`src/rtl/rot13_seq_arbiter.sv`:
```
// rot13_seq_arbiter
// Shares one nibble-loaded rot13 datapath between two byte requesters.
// Round-robin grant, three-step datapath drive (load low, load high,
// convert), capture, then a response handshake carrying the requester id.
// Optional feature: define ROT13_SEQ_ACK_CHECK_EN to check the datapath's
// acknowledge patterns (0x0F after the low load, 0xF0 after the high load)
// and raise a sticky err on mismatch.
//
// Handshake semantics: a transfer happens on a rising clk edge where both
// valid and ready are high. A requester holds req_valid and its data stable
// until it sees its req_ready bit; the response side holds rsp_valid,
// rsp_data and rsp_id stable until rsp_ready is seen.
module rot13_seq_arbiter #(
    parameter bit BYPASS_HI = 1'b1
) (
    input  logic       clk,
    input  logic       reset,
    input  logic [1:0] req_valid,
    input  logic [7:0] req_data0,
    input  logic [7:0] req_data1,
    output logic [1:0] req_ready,
    output logic       rsp_valid,
    input  logic       rsp_ready,
    output logic [7:0] rsp_data,
    output logic       rsp_id,
    output logic       busy,
    output logic       dp_rst,
    output logic [1:0] dp_ctl,
    output logic [3:0] dp_data,
    input  logic [7:0] dp_out,
    output logic       err,
    output logic [2:0] dbg_state
);

    typedef enum logic [2:0] {
        S_IDLE = 3'd0,
        S_LO   = 3'd1,
        S_HI   = 3'd2,
        S_CONV = 3'd3,
        S_CAP  = 3'd4,
        S_RESP = 3'd5
    } state_t;

    state_t     state;
    state_t     state_next;
    logic [7:0] cur;
    logic       last;
    logic       grant_id;
    logic       grant_fire;
    logic       grant_bypass;
    logic [7:0] grant_byte;
    logic       ack_bad;

    // Round-robin choice: on contention the requester not served last wins.
    always_comb begin
        grant_id = req_valid[1];
        if (req_valid == 2'b11) begin
            grant_id = ~last;
        end
    end

    assign grant_byte   = grant_id ? req_data1 : req_data0;
    assign grant_fire   = (state == S_IDLE) && (req_valid != 2'b00) && !reset;
    assign grant_bypass = BYPASS_HI && grant_byte[7];

    // One-hot accept toward the granted requester, only while idle.
    always_comb begin
        req_ready = 2'b00;
        if (grant_fire) begin
            req_ready[grant_id] = 1'b1;
        end
    end

    // State register.
    always_ff @(posedge clk) begin
        if (reset) begin
            state <= S_IDLE;
        end else begin
            state <= state_next;
        end
    end

    // Next-state: fixed walk through the datapath steps, or straight to RESP on bypass.
    always_comb begin
        state_next = state;
        case (state)
            S_IDLE: begin
                if (grant_fire) begin
                    state_next = grant_bypass ? S_RESP : S_LO;
                end
            end
            S_LO:   state_next = S_HI;
            S_HI:   state_next = S_CONV;
            S_CONV: state_next = S_CAP;
            S_CAP:  state_next = S_RESP;
            S_RESP: begin
                if (rsp_ready) begin
                    state_next = S_IDLE;
                end
            end
            default: state_next = S_IDLE;
        endcase
    end

    // State-decoded outputs: datapath control and nibble, status flags.
    always_comb begin
        dp_ctl  = 2'b10;
        dp_data = 4'h0;
        case (state)
            S_LO: begin
                dp_ctl  = 2'b00;
                dp_data = cur[3:0];
            end
            S_HI: begin
                dp_ctl  = 2'b01;
                dp_data = cur[7:4];
            end
            default: begin
                dp_ctl  = 2'b10;
                dp_data = 4'h0;
            end
        endcase
    end

    assign rsp_valid = (state == S_RESP);
    assign busy      = (state != S_IDLE);
    assign dp_rst    = reset;
    assign dbg_state = state;

    // Grant bookkeeping: latch the accepted byte, its requester and the rr pointer.
    always_ff @(posedge clk) begin
        if (reset) begin
            cur    <= 8'h00;
            last   <= 1'b1;
            rsp_id <= 1'b0;
        end else if (grant_fire) begin
            cur    <= grant_byte;
            last   <= grant_id;
            rsp_id <= grant_id;
        end
    end

`ifdef ROT13_SEQ_ACK_CHECK_EN
    logic ack_miss;
    logic err_q;

    // Acknowledge pattern compare in the two states where the datapath reports progress.
    always_comb begin
        ack_miss = ((state == S_HI)   && (dp_out != 8'h0F)) ||
                   ((state == S_CONV) && (dp_out != 8'hF0));
    end

    // Per-transaction poison flag plus the sticky error seen by the outside.
    always_ff @(posedge clk) begin
        if (reset) begin
            ack_bad <= 1'b0;
            err_q   <= 1'b0;
        end else begin
            if (grant_fire) begin
                ack_bad <= 1'b0;
            end else if (ack_miss) begin
                ack_bad <= 1'b1;
            end
            if (ack_miss) begin
                err_q <= 1'b1;
            end
        end
    end

    assign err = err_q;
`else
    assign ack_bad = 1'b0;
    assign err     = 1'b0;
`endif

    // Response byte: raw byte on bypass grant, datapath result in CAP.
    always_ff @(posedge clk) begin
        if (reset) begin
            rsp_data <= 8'h00;
        end else if (grant_fire && grant_bypass) begin
            rsp_data <= grant_byte;
        end else if (state == S_CAP) begin
            rsp_data <= ack_bad ? 8'h00 : dp_out;
        end
    end

endmodule

```
`config.mk`:
```
export PLATFORM = sky130hd
export DESIGN_NAME = rot13_seq_arbiter
export DESIGN_NICKNAME = d
export VERILOG_FILES = /design/src/rtl/rot13_seq_arbiter.sv
export SDC_FILE = /design/constraint.sdc
export NUM_CORES = 1
export LEC_CHECK = 0
export ABC_CLOCK_PERIOD_IN_PS = 2050
export BUFFER_PORTS_ARGS = -buffer_cell sky130_fd_sc_hd__buf_2
export CELL_PAD_IN_SITES_DETAIL_PLACEMENT = 1
export CELL_PAD_IN_SITES_GLOBAL_PLACEMENT = 1
export CORE_UTILIZATION = 34
export CTS_BUF_LIST = sky130_fd_sc_hd__clkbuf_2 sky130_fd_sc_hd__clkbuf_4 sky130_fd_sc_hd__clkbuf_8
export DETAILED_ROUTE_END_ITERATION = 12
export PLACE_DENSITY_LB_ADDON = 0.1
export SETUP_SLACK_MARGIN = 0.1
export SLEW_MARGIN = 20
export SYNTH_ARGS = -nofsm -noshare
export SYNTH_HDL_FRONTEND = slang
export SYNTH_SLANG_ARGS = --single-unit
```
`constraint.sdc`:
```
create_clock -name clk -period 2.05 [get_ports clk]
set_clock_uncertainty 0.2 [all_clocks]
set_input_delay 0 -clock clk [delete_from_list [all_inputs] [get_ports clk]]
set_output_delay 0 -clock clk [all_outputs]
set_load 0.05 [all_outputs]
```
==> impl_metrics.prom, run 1 <==
# TYPE chip_impl_metric gauge
chip_impl_info{name="status",value="finished clean"} 1
chip_impl_info{name="synth_most_common_cell",value="dfxtp_1"} 1
chip_impl_metric{name="post_route_cells_drive_above_1_share",unit="%"} 40.2
chip_impl_metric{name="antenna-diode-count",unit=""} 0
chip_impl_info{name="crit_path_start",value="last"} 1
chip_impl_metric{name="dieWidth",unit="microns"} 59.7
chip_impl_metric{name="synth_mux_area_share",unit="%"} 14.3
chip_impl_metric{name="arrival",unit="ns"} 1.93
chip_impl_metric{name="postSynthNetCount",unit=""} 157
chip_impl_metric{name="grt_start_max_net_pins",unit=""} 16
chip_impl_metric{name="library_cells_used_by_synthesis",unit=""} 31
chip_impl_metric{name="track_usage",unit="%"} 25.3
chip_impl_info{name="critical_path.reg2reg.startpoint",value="last"} 1
chip_impl_info{name="hold_class",value="in -> reg"} 1
chip_impl_metric{name="dr_total_vias",unit=""} 1344
chip_impl_info{name="synth_ff_type",value="dfxtp_1"} 1
chip_impl_metric{name="finalCriticalPeriod",unit="ns"} 1.92
chip_impl_metric{name="cp_max_fo",unit=""} 5
chip_impl_metric{name="cp_slowest_stage_delay",unit="ns"} 0.58
chip_impl_metric{name="synthSimpleGateAreaFrac",unit="%"} 22.9
chip_impl_metric{name="post_synth.cell_area_avg",unit="sq um"} 8.85
chip_impl_metric{name="synth_top_area_share",unit="%"} 37.1
chip_impl_metric{name="complex_gate_fraction_of_the_synthesized_area",unit="%"} 20.4
chip_impl_info{name="rsz_0062_raised_after_global_routing",value="false"} 1
chip_impl_info{name="crit_path_cell_trace",value="a21boi_4 -> buf_6 -> mux2i_1 -> dlygate4sd3_1 -> o21ai_0"} 1
chip_impl_metric{name="synthesis.yosys.warnings",unit=""} 0
chip_impl_metric{name="finalWorstSetupSlack",unit="ns"} 0.134
chip_impl_metric{name="core",unit="sq mm"} 0.00310
chip_impl_info{name="critical_path.reg2reg.endpoint",value="cur[6]"} 1
chip_impl_metric{name="placementRows",unit=""} 20
chip_impl_metric{name="r2r_setup_slack",unit="ns"} 0.13
chip_impl_metric{name="initial_core_util",unit="%"} 36.5
chip_impl_info{name="hold_path.startpoint",value="req_data0[5]"} 1
chip_impl_metric{name="powerDensity",unit="mW/mm^2"} 919
chip_impl_metric{name="clock_path_buffers",unit=""} 2
chip_impl_metric{name="finish.net_count",unit=""} 249
chip_impl_metric{name="hold_viol_final",unit=""} 0
chip_impl_metric{name="design.die.area",unit="sq mm"} 0.00357
chip_impl_metric{name="holdWs",unit="ns"} 0.0201
chip_impl_metric{name="first_global_vias",unit=""} 1447
chip_impl_metric{name="cts_inserted_buffers",unit=""} 3
chip_impl_metric{name="synth_seq_cells",unit=""} 21
chip_impl_metric{name="initial_antenna_violation_count",unit=""} 0
chip_impl_metric{name="synth_seq_area_share",unit="%"} 37.1
chip_impl_metric{name="syn_to_final_growth",unit="%"} 69.4
chip_impl_metric{name="required_time_worst_endpoint",unit="ns"} 2.07
chip_impl_metric{name="grt.overflow.total",unit=""} 0
chip_impl_metric{name="max_cap_violations",unit=""} 0
chip_impl_metric{name="place.detailed.hpwl",unit="mm"} 2.63
chip_impl_info{name="tritoncts",value="built"} 1
chip_impl_metric{name="syn-instance-count",unit=""} 128
chip_impl_metric{name="netlist_area_before_placement",unit="sq mm"} 0.00113
chip_impl_metric{name="timing.hold.worst_path_depth",unit=""} 4
chip_impl_info{name="slowest_stage_cell_on_the_critical_path",value="dlygate4sd3_1"} 1
chip_impl_metric{name="synth_enable_flop_cells",unit=""} 0
chip_impl_metric{name="maxClockFrequency",unit="GHz"} 0.522
chip_impl_metric{name="post_drt_wl_per_cell",unit="microns"} 17.1
chip_impl_metric{name="cts.clk_slew.worst_paths",unit="ns"} 0.13
chip_impl_metric{name="vdd_drop_max",unit="V"} 0.000462
chip_impl_metric{name="final-setup-viol-count",unit=""} 0
chip_impl_metric{name="io_buffer_count",unit=""} 51
chip_impl_metric{name="htree_num_levels",unit=""} 1
chip_impl_metric{name="initialDrtViolationCount",unit=""} 78
chip_impl_metric{name="via_per_inst",unit=""} 5.11
chip_impl_metric{name="period_share",unit="%"} 93.5
chip_impl_metric{name="gp_routability_congestion",unit=""} 0.736
chip_impl_metric{name="final_max_slew_viol_count",unit=""} 0
chip_impl_metric{name="dpl_worst_slack",unit="ns"} 0.244
chip_impl_info{name="ys_top_cells_by_count",value="dfxtp_1, mux2i_1, o21ai_0"} 1
chip_impl_metric{name="async_reset_ff_share",unit="%"} 0
chip_impl_metric{name="worst_pin_slew",unit="ns"} 0.729
chip_impl_metric{name="wirelength",unit="mm"} 4.50
chip_impl_info{name="library_cell_with_the_largest_summed_area_after_synthesis",value="dfxtp_1"} 1
chip_impl_metric{name="number_of_clock_sinks_seen_by_cts",unit=""} 21
chip_impl_metric{name="yosys.area_share.adder",unit="%"} 0
chip_impl_info{name="min_to",value="rsp_data[5]"} 1
chip_impl_metric{name="max_slew_margin",unit="%"} 51.4
chip_impl_info{name="synth_top_cells_by_area",value="dfxtp_1, mux2i_1, o21ai_0"} 1
chip_impl_info{name="timing.setup.critical_path_class",value="reg -> reg"} 1
chip_impl_metric{name="io-pin-count",unit=""} 53
chip_impl_metric{name="worst_reg2reg_path_depth",unit=""} 5
chip_impl_metric{name="synthXorXnorAreaFrac",unit="%"} 0
chip_impl_metric{name="power_leakage",unit="nW"} 0.852
chip_impl_info{name="combinational_family_with_the_most_area_after_synthesis",value="simple AND/OR/NAND/NOR gates"} 1
chip_impl_metric{name="die_height",unit="microns"} 59.7
chip_impl_metric{name="critical_path.n_buffers_inverters",unit=""} 2
chip_impl_metric{name="ant_nets",unit=""} 0
chip_impl_info{name="cp-end-kind",value="flop"} 1
chip_impl_metric{name="drtPass1Iterations",unit=""} 4
chip_impl_info{name="path_delay_family",value="buffers and inverters"} 1
chip_impl_metric{name="route.detailed.drc",unit=""} 0
chip_impl_info{name="clk_root_buffer_cell",value="clkbuf_4"} 1
chip_impl_metric{name="clock_latency",unit="ns"} 0.33
chip_impl_info{name="start_kind",value="flop"} 1
chip_impl_metric{name="grt_first_pass_wirelength",unit="mm"} 6.66
state kept, by name (all words and copies together), names as in the netlist:
| register | cells |
|---|---|
| rsp_data | 8 |
| dbg_state | 3 |
| rsp_id | 1 |
| cur | 8 |
| last | 1 |
cell type report:
class,instances,area (sq um)
inverter,3,13.8
clock buffer,3,22.5
tap,44,55.1
clock inverter,1,5.00
multi-input combinational,95,716
fill,384,1180
sequential,21,428
timing repair buffer,96,678
logic make-up after synthesis:
family	after synthesis
AOI/OAI and AO/OA	36
buffers and inverters	12
DFF	21
muxes	16
other	1
and+or+nand+nor	42
metal layers:
| metal | wire length, microns | GRT usage, % |
|---|---|---|
| met1 | 1760 | 27.5 |
| met2 | 2510 | 48.9 |
| met3 | 154 | 4.33 |
| met4 | 83 | 7.97 |
| met5 | 0 | 0 |
worst max-delay path by stage:
stage                    to  slack (ns)  depth (start not counted)
2_1_floorplan     dp_ctl[0]       -0.01                          2
3_3_place_gp    rsp_data[2]        0.34                          5
3_5_place_dp    rsp_data[5]        0.24                          5
4_1_cts              cur[0]        0.14                          5
5_1_grt        req_ready[1]        0.08                          5
6_report             cur[6]        0.13                          5
timing repair:
action / 4_1_cts / 5_1_grt
endpoints found under the hold margin: 18 / 0
gates resized for setup: 1 / 10
cloned: 0 / 2
hold buffers: 34 / 0
pin swaps: 2 / 2
endpoints found under the setup margin: 5 / 13
buffers inserted: 2 / 4
metrics by stage:
stage          total power, mW  util (%)  instance area, sq um  cells  setup TNS, ns
5_1_grt                   1.85      61.8                  1920    263              0
3_3_place_gp              1.39      47.7                  1480    219              0
2_1_floorplan             1.20         -                  1170    128        -0.0149
4_1_cts                   1.70      60.1                  1870    259              0
3_5_place_dp              1.42      47.7                  1480    219              0
6_report                  1.76      61.8                  1920    263              0
layout by cell type, fill, tap and decap left out, drive strengths merged, types with 2 or more instances in the layout:
master	n
a221oi	8
dfxtp	21
nor2	7
and2	2
o21ai	15
nor3b	2
buf	64
a21oi	4
mux2i	15
clkbuf	3
nand2	11
inv	3
nor3	2
a22oi	4
nand2b	7
nand3b	9
dlygate4sd3	32
worst min-delay path: stages:
cell and delay, ns:
buf_2 0.10, nand2b_1 0.12, o21ai_0 0.19, a221oi_1 0.09
power breakdown:
part | total (mW) | internal (mW) | switching [mW]
logic | 0.959 | 0.326 | 0.633
registers | 0.581 | 0.504 | 0.0770
clock network | 0.222 | 0.0734 | 0.148
total | 1.76 | 0.904 | 0.858
(Power assumes the default switching activity.)
==> run 2: changes to the inputs <==
--- a/config.mk
+++ b/config.mk
@@ -7,12 +7,10 @@
 export LEC_CHECK = 0
 export ABC_CLOCK_PERIOD_IN_PS = 2050
 export BUFFER_PORTS_ARGS = -buffer_cell sky130_fd_sc_hd__buf_2
-export CELL_PAD_IN_SITES_DETAIL_PLACEMENT = 1
-export CELL_PAD_IN_SITES_GLOBAL_PLACEMENT = 1
-export CORE_UTILIZATION = 34
+export CORE_UTILIZATION = 47
 export CTS_BUF_LIST = sky130_fd_sc_hd__clkbuf_2 sky130_fd_sc_hd__clkbuf_4 sky130_fd_sc_hd__clkbuf_8
 export DETAILED_ROUTE_END_ITERATION = 12
-export PLACE_DENSITY_LB_ADDON = 0.1
+export PLACE_DENSITY = 0.81
 export SETUP_SLACK_MARGIN = 0.1
 export SLEW_MARGIN = 20
 export SYNTH_ARGS = -nofsm -noshare
==> run 2 against run 1 <==
  * Routed wire length decreased by 19%
  * Sequential power increased by 2%
  * Global-route usage is 4.7 points higher
  * Critical endpoint is now req_ready[0]
  * Die area is 27% lower
  * Via count shrank 2.0%
  * Flip-flop and latch count unchanged
  * Clock-buffer cell count is the same
  * Final cell count down 10%
  * Hold slack gained 0.032 ns
  * Combinational power down 7.1%
  * First-iteration DRC count decreased by 64%
  * Worst setup slack better by 0.017 ns
==> impl_metrics.prom, run 2 (synthesis results as in run 1) <==
# TYPE chip_impl_metric gauge
chip_impl_metric{name="route.detailed.drc",unit=""} 0
chip_impl_metric{name="net-switching-power",unit="uW"} 813
chip_impl_metric{name="switching_share",unit="%"} 48.1
chip_impl_metric{name="clock_path_buffers",unit=""} 2
chip_impl_metric{name="multiInputGateArea",unit="sq um"} 699
chip_impl_metric{name="grt_first_pass_wirelength",unit="mm"} 5.73
chip_impl_metric{name="dpl_worst_slack",unit="ns"} 0.281
chip_impl_metric{name="final_max_slew_viol_count",unit=""} 0
chip_impl_info{name="critical_path.reg2reg.startpoint",value="last"} 1
chip_impl_metric{name="grt_start_max_net_pins",unit=""} 24
chip_impl_metric{name="share_comb_of_total_power",unit="%"} 52.7
chip_impl_metric{name="syn_to_final_growth",unit="%"} 58.2
chip_impl_metric{name="finish.net_count",unit=""} 238
chip_impl_metric{name="cts.clk_slew.worst_paths",unit="ns"} 0.12
chip_impl_metric{name="io_buffer_count",unit=""} 51
chip_impl_metric{name="drtPass1Iterations",unit=""} 4
chip_impl_metric{name="place_inst",unit=""} 201
chip_impl_metric{name="placementRows",unit=""} 17
chip_impl_metric{name="initial_core_util",unit="%"} 50.7
chip_impl_metric{name="antenna-diode-count",unit=""} 0
chip_impl_metric{name="critical_path.n_buffers_inverters",unit=""} 1
chip_impl_metric{name="power_leakage",unit="nW"} 0.798
chip_impl_info{name="slowest_stage_cell_on_the_critical_path",value="dfxtp_4"} 1
chip_impl_info{name="crit_path_cell_trace",value="nor3_4 -> nand3b_1 -> nor2_4 -> clkbuf_4"} 1
chip_impl_metric{name="number_of_clock_sinks_seen_by_cts",unit=""} 21
chip_impl_metric{name="post_drt_wl_per_cell",unit="microns"} 15.5
chip_impl_metric{name="holdWs",unit="ns"} 0.0520
chip_impl_metric{name="gp_routability_congestion",unit=""} 0.768
chip_impl_metric{name="finalWorstSetupSlack",unit="ns"} 0.150
chip_impl_metric{name="period_share",unit="%"} 92.7
chip_impl_metric{name="finish.instance_area",unit="sq mm"} 0.00179
chip_impl_metric{name="clock_latency",unit="ns"} 0.31
chip_impl_metric{name="track_usage",unit="%"} 30.1
chip_impl_metric{name="critical_path_cell_count",unit=""} 4
chip_impl_metric{name="p_clk_share",unit="%"} 12.3
chip_impl_metric{name="fillerInstances",unit=""} 149
chip_impl_metric{name="internal-power",unit="uW"} 877
chip_impl_metric{name="place_area",unit="sq mm"} 0.00145
chip_impl_info{name="crit_path_start",value="dbg_state[2]"} 1
chip_impl_metric{name="stdcell_count",unit=""} 236
chip_impl_metric{name="htree_num_levels",unit=""} 1
chip_impl_metric{name="ff_latch_area",unit="sq um"} 427
chip_impl_metric{name="dr_total_vias",unit=""} 1317
chip_impl_metric{name="first_global_vias",unit=""} 1289
chip_impl_metric{name="final-setup-viol-count",unit=""} 0
chip_impl_metric{name="wirelength",unit="mm"} 3.67
chip_impl_info{name="path_delay_family",value="simple AND/OR/NAND/NOR gates"} 1
chip_impl_metric{name="worst_pin_slew",unit="ns"} 0.679
chip_impl_metric{name="timing.hold.worst_path_depth",unit=""} 5
chip_impl_info{name="cp-end-kind",value="output pin"} 1
chip_impl_metric{name="powerDensity",unit="mW/mm^2"} 943
chip_impl_info{name="critical_path.reg2reg.endpoint",value="cur[3]"} 1
chip_impl_metric{name="io-pin-count",unit=""} 53
chip_impl_metric{name="max_slew_margin",unit="%"} 54.7
chip_impl_metric{name="cp_slowest_stage_delay",unit="ns"} 0.43
chip_impl_metric{name="post_route_cells_drive_above_1_share",unit="%"} 38.0
chip_impl_metric{name="finish.utilization",unit="%"} 80.2
chip_impl_metric{name="place.detailed.hpwl",unit="mm"} 2.11
chip_impl_info{name="rsz_0062_raised_after_global_routing",value="true"} 1
chip_impl_metric{name="core",unit="sq mm"} 0.00223
chip_impl_metric{name="arrival",unit="ns"} 1.70
chip_impl_metric{name="worst_reg2reg_path_depth",unit=""} 5
chip_impl_metric{name="grt.overflow.total",unit=""} 0
chip_impl_metric{name="totalPowerFinal",unit="mW"} 1.69
chip_impl_info{name="mostFrequentLayoutCell",value="buf_2"} 1
chip_impl_metric{name="required_time_worst_endpoint",unit="ns"} 1.85
chip_impl_metric{name="ant_nets",unit=""} 0
chip_impl_metric{name="share_seq_of_total_power",unit="%"} 34.9
chip_impl_metric{name="r2r_setup_slack",unit="ns"} 0.15
chip_impl_info{name="worstSetupEndpoint",value="req_ready[0]"} 1
chip_impl_metric{name="finalCriticalPeriod",unit="ns"} 1.90
chip_impl_info{name="status",value="finished clean"} 1
chip_impl_info{name="hold_class",value="in -> reg"} 1
chip_impl_metric{name="initialDrtViolationCount",unit=""} 28
chip_impl_metric{name="cp_max_fo",unit=""} 14
chip_impl_info{name="timing.setup.critical_path_class",value="reg -> out"} 1
chip_impl_metric{name="initial_antenna_violation_count",unit=""} 0
chip_impl_metric{name="maxClockFrequency",unit="GHz"} 0.526
chip_impl_metric{name="die_height",unit="microns"} 51.1
chip_impl_info{name="clk_root_buffer_cell",value="clkbuf_4"} 1
chip_impl_info{name="tritoncts",value="built"} 1
chip_impl_metric{name="design.die.area",unit="sq mm"} 0.00261
chip_impl_metric{name="max_cap_violations",unit=""} 0
chip_impl_metric{name="cts_inserted_buffers",unit=""} 3
chip_impl_info{name="start_kind",value="flop"} 1
chip_impl_info{name="final_cell_mix",value="buf_2, dlygate4sd3_1, dfxtp_1, mux2i_1, o21ai_0"} 1
chip_impl_metric{name="vdd_drop_max",unit="V"} 0.000681
chip_impl_metric{name="via_per_inst",unit=""} 5.58
chip_impl_metric{name="hold_viol_final",unit=""} 0
chip_impl_metric{name="dieWidth",unit="microns"} 51.1
chip_impl_metric{name="totalNegativeSetupSlack",unit="ns"} 0
[run 2: cell type report]
cell class                      count  area share (%)
Sequential cell                    21            23.8
Clock buffer                        3            1.26
Multi-Input combinational cell     95            39.0
Timing Repair Buffer               85            32.9
Clock inverter                      1           0.279
Tap cell                           28            1.96
Inverter                            3           0.768
[run 2: tightest hold or removal path: stages]
cell and delay [ns]:
buf_2 0.10, a21boi_2 0.07, buf_6 0.18, nor2_4 0.13
a21oi_1 0.04
[run 2: timing repair]
action                                 CTS  global route
hold buffers                            28             0
setup buffers                            1             2
pin swaps                                2             2
gates resized for setup                  1             5
endpoints found under the hold margin   18             0
setup endpoints to repair                2             9
[run 2: power groups by stage]
stage / sequential [mW] / clock, mW / combinational, mW
finish: 0.590 / 0.209 / 0.891
global route: 0.604 / 0.228 / 0.943
CTS: 0.584 / 0.210 / 0.848
detailed placement: 0.593 / 0 / 0.792
global placement: 0.589 / 0 / 0.778
floorplan: 0.729 / 0 / 0.473
[run 2: how the worst min path moves through the flow]
stage,from,to,slack (ns)
global route,req_valid[0],last,0.06
finish,req_valid[0],last,0.05
detailed placement,dp_out[7],rsp_data[7],0.1
global placement,dp_out[7],rsp_data[7],0.09
CTS,req_valid[0],last,0.09
floorplan,reset,dbg_state[0],-0.04
[run 2: metal layers]
metal  vias up  share of wire (%)  GRT usage (%)
met4         0                4.9           17.6
li1        623                  -              -
met3        21                5.2           6.25
met1       611                 39           31.4
met2        62                 51           54.6
met5         -                  0              0
==> run 3: changes to the inputs <==
--- a/config.mk
+++ b/config.mk
@@ -5,12 +5,13 @@
 export SDC_FILE = /design/constraint.sdc
 export NUM_CORES = 1
 export LEC_CHECK = 0
+export ABC_AREA = 1
 export ABC_CLOCK_PERIOD_IN_PS = 2050
 export BUFFER_PORTS_ARGS = -buffer_cell sky130_fd_sc_hd__buf_2
-export CORE_UTILIZATION = 47
+export CORE_UTILIZATION = 48
 export CTS_BUF_LIST = sky130_fd_sc_hd__clkbuf_2 sky130_fd_sc_hd__clkbuf_4 sky130_fd_sc_hd__clkbuf_8
 export DETAILED_ROUTE_END_ITERATION = 12
-export PLACE_DENSITY = 0.81
+export PLACE_DENSITY = 0.82
 export SETUP_SLACK_MARGIN = 0.1
 export SLEW_MARGIN = 20
 export SYNTH_ARGS = -nofsm -noshare
==> run 3 against run 2 <==
  * The flow now finishes with violations (hold timing)
  * Routed wire length up 11%
  * Synthesized cell count up 27%
  * Combinational power up 84%
  * Sequential share of layout area down 0.099 points
  * Fmax down 1.8%
  * Hold slack worse by 0.067 ns
  * Non-clock buffer count down 5
  * Clock-buffer cell count up 1
  * Via count up 10%
  * Register-to-register slack worse by 0.03 ns
  * Flip-flop and latch count unchanged
  * Utilization up 1.1 points
  * Highest routed layer unchanged
==> impl_metrics.prom, run 3 <==
# TYPE chip_impl_metric gauge
chip_impl_metric{name="powerDensity",unit="mW/mm^2"} 1410
chip_impl_metric{name="design.die.area",unit="sq mm"} 0.00256
chip_impl_info{name="failed_checks",value="hold timing"} 1
chip_impl_metric{name="vdd_drop_max",unit="V"} 0.00127
chip_impl_metric{name="critical_path_cell_count",unit=""} 6
chip_impl_metric{name="post_synth.cell_area_avg",unit="sq um"} 6.96
chip_impl_metric{name="die_height",unit="microns"} 50.6
chip_impl_info{name="slowest_stage_cell_on_the_critical_path",value="dlygate4sd3_1"} 1
chip_impl_info{name="synth_top_cells_by_area",value="dfxtp_1, nand2_1, inv_1"} 1
chip_impl_metric{name="clock_latency",unit="ns"} 0.32
chip_impl_metric{name="initialDrtViolationCount",unit=""} 82
chip_impl_metric{name="synthesis.yosys.warnings",unit=""} 0
chip_impl_metric{name="syn-instance-count",unit=""} 163
chip_impl_metric{name="number_of_clock_sinks_seen_by_cts",unit=""} 21
chip_impl_metric{name="grt.overflow.total",unit=""} 0
chip_impl_info{name="cp-end-kind",value="flop"} 1
chip_impl_metric{name="dr_total_vias",unit=""} 1455
chip_impl_metric{name="power_leakage",unit="nW"} 0.916
chip_impl_metric{name="gp_routability_congestion",unit=""} 0.892
chip_impl_metric{name="multiInputGateArea",unit="sq um"} 648
chip_impl_metric{name="post_drt_wl_per_cell",unit="microns"} 15.0
chip_impl_metric{name="post_route_cells_drive_above_1_share",unit="%"} 37.6
chip_impl_metric{name="htree_num_levels",unit=""} 1
chip_impl_metric{name="ant_nets",unit=""} 0
chip_impl_info{name="path_delay_family",value="buffers and inverters"} 1
chip_impl_info{name="timing.setup.critical_path_class",value="reg -> reg"} 1
chip_impl_metric{name="maxClockFrequency",unit="GHz"} 0.517
chip_impl_info{name="final_cell_mix",value="buf_2, nand2_1, inv_1, dlygate4sd3_1, dfxtp_1"} 1
chip_impl_metric{name="finish.utilization",unit="%"} 81.3
chip_impl_metric{name="library_cells_used_by_synthesis",unit=""} 23
chip_impl_metric{name="clock_path_buffers",unit=""} 2
chip_impl_info{name="start_kind",value="flop"} 1
chip_impl_metric{name="cp_max_fo",unit=""} 7
chip_impl_metric{name="max_cap_violations",unit=""} 0
chip_impl_metric{name="synth_seq_area_share",unit="%"} 37.0
chip_impl_metric{name="synth_enable_flop_cells",unit=""} 0
chip_impl_metric{name="drtPass1Iterations",unit=""} 8
chip_impl_metric{name="wirelength",unit="mm"} 4.05
chip_impl_metric{name="critical_path.n_buffers_inverters",unit=""} 2
chip_impl_metric{name="io-pin-count",unit=""} 53
chip_impl_info{name="ys_top_cells_by_count",value="nand2_1, inv_1, dfxtp_1"} 1
chip_impl_metric{name="finish.instance_area",unit="sq mm"} 0.00180
chip_impl_info{name="synth_ff_type",value="dfxtp_1"} 1
chip_impl_info{name="crit_path_cell_trace",value="nand2_2 -> nand2_4 -> buf_4 -> o21ai_0 -> dlygate4sd3_1 -> o22ai_1"} 1
chip_impl_metric{name="async_reset_ff_share",unit="%"} 0
chip_impl_metric{name="grt_first_pass_wirelength",unit="mm"} 6.23
chip_impl_metric{name="hold_viol_final",unit=""} 1
chip_impl_info{name="rsz_0062_raised_after_global_routing",value="true"} 1
chip_impl_metric{name="period_share",unit="%"} 94.3
chip_impl_metric{name="fillerInstances",unit=""} 133
chip_impl_metric{name="dieWidth",unit="microns"} 50.6
chip_impl_metric{name="arrival",unit="ns"} 1.96
chip_impl_metric{name="final_max_slew_viol_count",unit=""} 0
chip_impl_metric{name="finalCriticalPeriod",unit="ns"} 1.93
chip_impl_metric{name="cts_inserted_buffers",unit=""} 3
chip_impl_metric{name="synth_seq_cells",unit=""} 21
chip_impl_metric{name="worst_reg2reg_path_depth",unit=""} 6
chip_impl_metric{name="track_usage",unit="%"} 33.0
chip_impl_metric{name="ff_latch_area",unit="sq um"} 427
chip_impl_metric{name="totalNegativeSetupSlack",unit="ns"} 0
chip_impl_metric{name="totalPowerFinal",unit="mW"} 2.54
chip_impl_metric{name="place.detailed.hpwl",unit="mm"} 2.29
chip_impl_metric{name="required_time_worst_endpoint",unit="ns"} 2.07
chip_impl_metric{name="via_per_inst",unit=""} 5.39
chip_impl_metric{name="syn_to_final_growth",unit="%"} 58.5
chip_impl_info{name="synth_most_common_cell",value="nand2_1"} 1
chip_impl_metric{name="core",unit="sq mm"} 0.00221
chip_impl_metric{name="antenna-diode-count",unit=""} 0
chip_impl_metric{name="route.detailed.drc",unit=""} 0
chip_impl_metric{name="synth_top_area_share",unit="%"} 37.0
chip_impl_metric{name="final-setup-viol-count",unit=""} 0
chip_impl_metric{name="cp_slowest_stage_delay",unit="ns"} 0.60
chip_impl_info{name="hold_class",value="in -> reg"} 1
chip_impl_metric{name="placementRows",unit=""} 17
chip_impl_metric{name="holdWs",unit="ns"} -0.0153
chip_impl_metric{name="first_global_vias",unit=""} 1376
chip_impl_metric{name="place_area",unit="sq mm"} 0.00146
chip_impl_info{name="clk_root_buffer_cell",value="clkbuf_4"} 1
chip_impl_metric{name="postSynthNetCount",unit=""} 192
chip_impl_info{name="tritoncts",value="built"} 1
chip_impl_metric{name="grt_start_max_net_pins",unit=""} 16
chip_impl_metric{name="finish.net_count",unit=""} 272
chip_impl_info{name="library_cell_with_the_largest_summed_area_after_synthesis",value="dfxtp_1"} 1
chip_impl_metric{name="initial_core_util",unit="%"} 51.3
chip_impl_metric{name="timing.hold.worst_path_depth",unit=""} 7
chip_impl_info{name="mostFrequentLayoutCell",value="buf_2"} 1
chip_impl_metric{name="initial_antenna_violation_count",unit=""} 0
chip_impl_info{name="status",value="finished with violations"} 1
chip_impl_metric{name="cts.clk_slew.worst_paths",unit="ns"} 0.13
chip_impl_metric{name="io_buffer_count",unit=""} 51
chip_impl_metric{name="netlist_area_before_placement",unit="sq mm"} 0.00113
-- run 3: changes by cell type in the layout (fill, tap and decap cells not counted), sizes merged, moves of 8 or more --
cell	before	now
o22ai	0	10
a221oi	8	0
mux2i	15	0
nand2	11	48
nand3b	9	0
inv	3	27
nand3	0	17
-- run 3: path summary, 6_finish.rpt --
path	start	end	slack [ns]
worst min register to register	rsp_data[2]	rsp_data[2]	0.31
worst max register to register	last	cur[6]	0.12
worst max-delay path	last	cur[6]	0.12
worst min-delay path	req_data0[3]	rsp_data[3]	-0.02
-- run 3: power breakdown --
| group | internal [mW] | switching, mW | total, mW |
|---|---|---|---|
| Sequential | 0.564 | 0.105 | 0.669 |
| Combinational | 0.445 | 1.20 | 1.64 |
| Clock | 0.0896 | 0.140 | 0.229 |
| Total | 1.10 | 1.44 | 2.54 |
-- run 3: through the flow --
step / worst slack [ns] / hold WS [ns] / std cells
3_5_place_dp: 0.395 / 0.103 / 237
2_1_floorplan: 0.131 / -0.0329 / 163
4_1_cts: 0.140 / 0.00297 / 266
5_1_grt: 0.0585 / 0.0288 / 270
3_3_place_gp: 0.487 / 0.0976 / 237
6_report: 0.116 / -0.0153 / 270
-- run 3: cell type report --
class	instances	area share, %
multi-input combinational	109	36.0
clock buffer	4	1.67
inverter	28	6.05
timing repair buffer	80	30.6
tap	28	1.95
sequential	21	23.7
-- run 3: worst reg2reg max path, cell delays in order, from the launching register on --
cell and delay [ns]:
dfxtp_1 0.35, nand2_2 0.10, nand2_4 0.10, buf_4 0.16, o21ai_0 0.25, dlygate4sd3_1 0.60, o22ai_1 0.07
-- run 3: logic make-up after synthesis --
| logic type | after synthesis | synth area share (%) |
|---|---|---|
| other cells | 1 | 0.330 |
| flops | 21 | 37.0 |
| compound gates | 33 | 16.8 |
| buf+inv | 33 | 12.5 |
| simple gates | 75 | 33.4 |
-- run 3: repair_timing --
item	4_1_cts	5_1_grt
endpoints found under the hold margin	18	0
setup endpoints to repair	0	8
hold buffers	25	0
setup buffers	0	4
gates resized for setup	0	8
-- run 3: per-layer routing --
layer / vias to the layer above / share of wire (%) / track usage [%]
met5: - / 0 / 0
met1: 659 / 35 / 36.7
met3: 17 / 8.6 / 6.67
met2: 97 / 52 / 59.1
li1: 682 / - / -
met4: 0 / 3.9 / 15.7
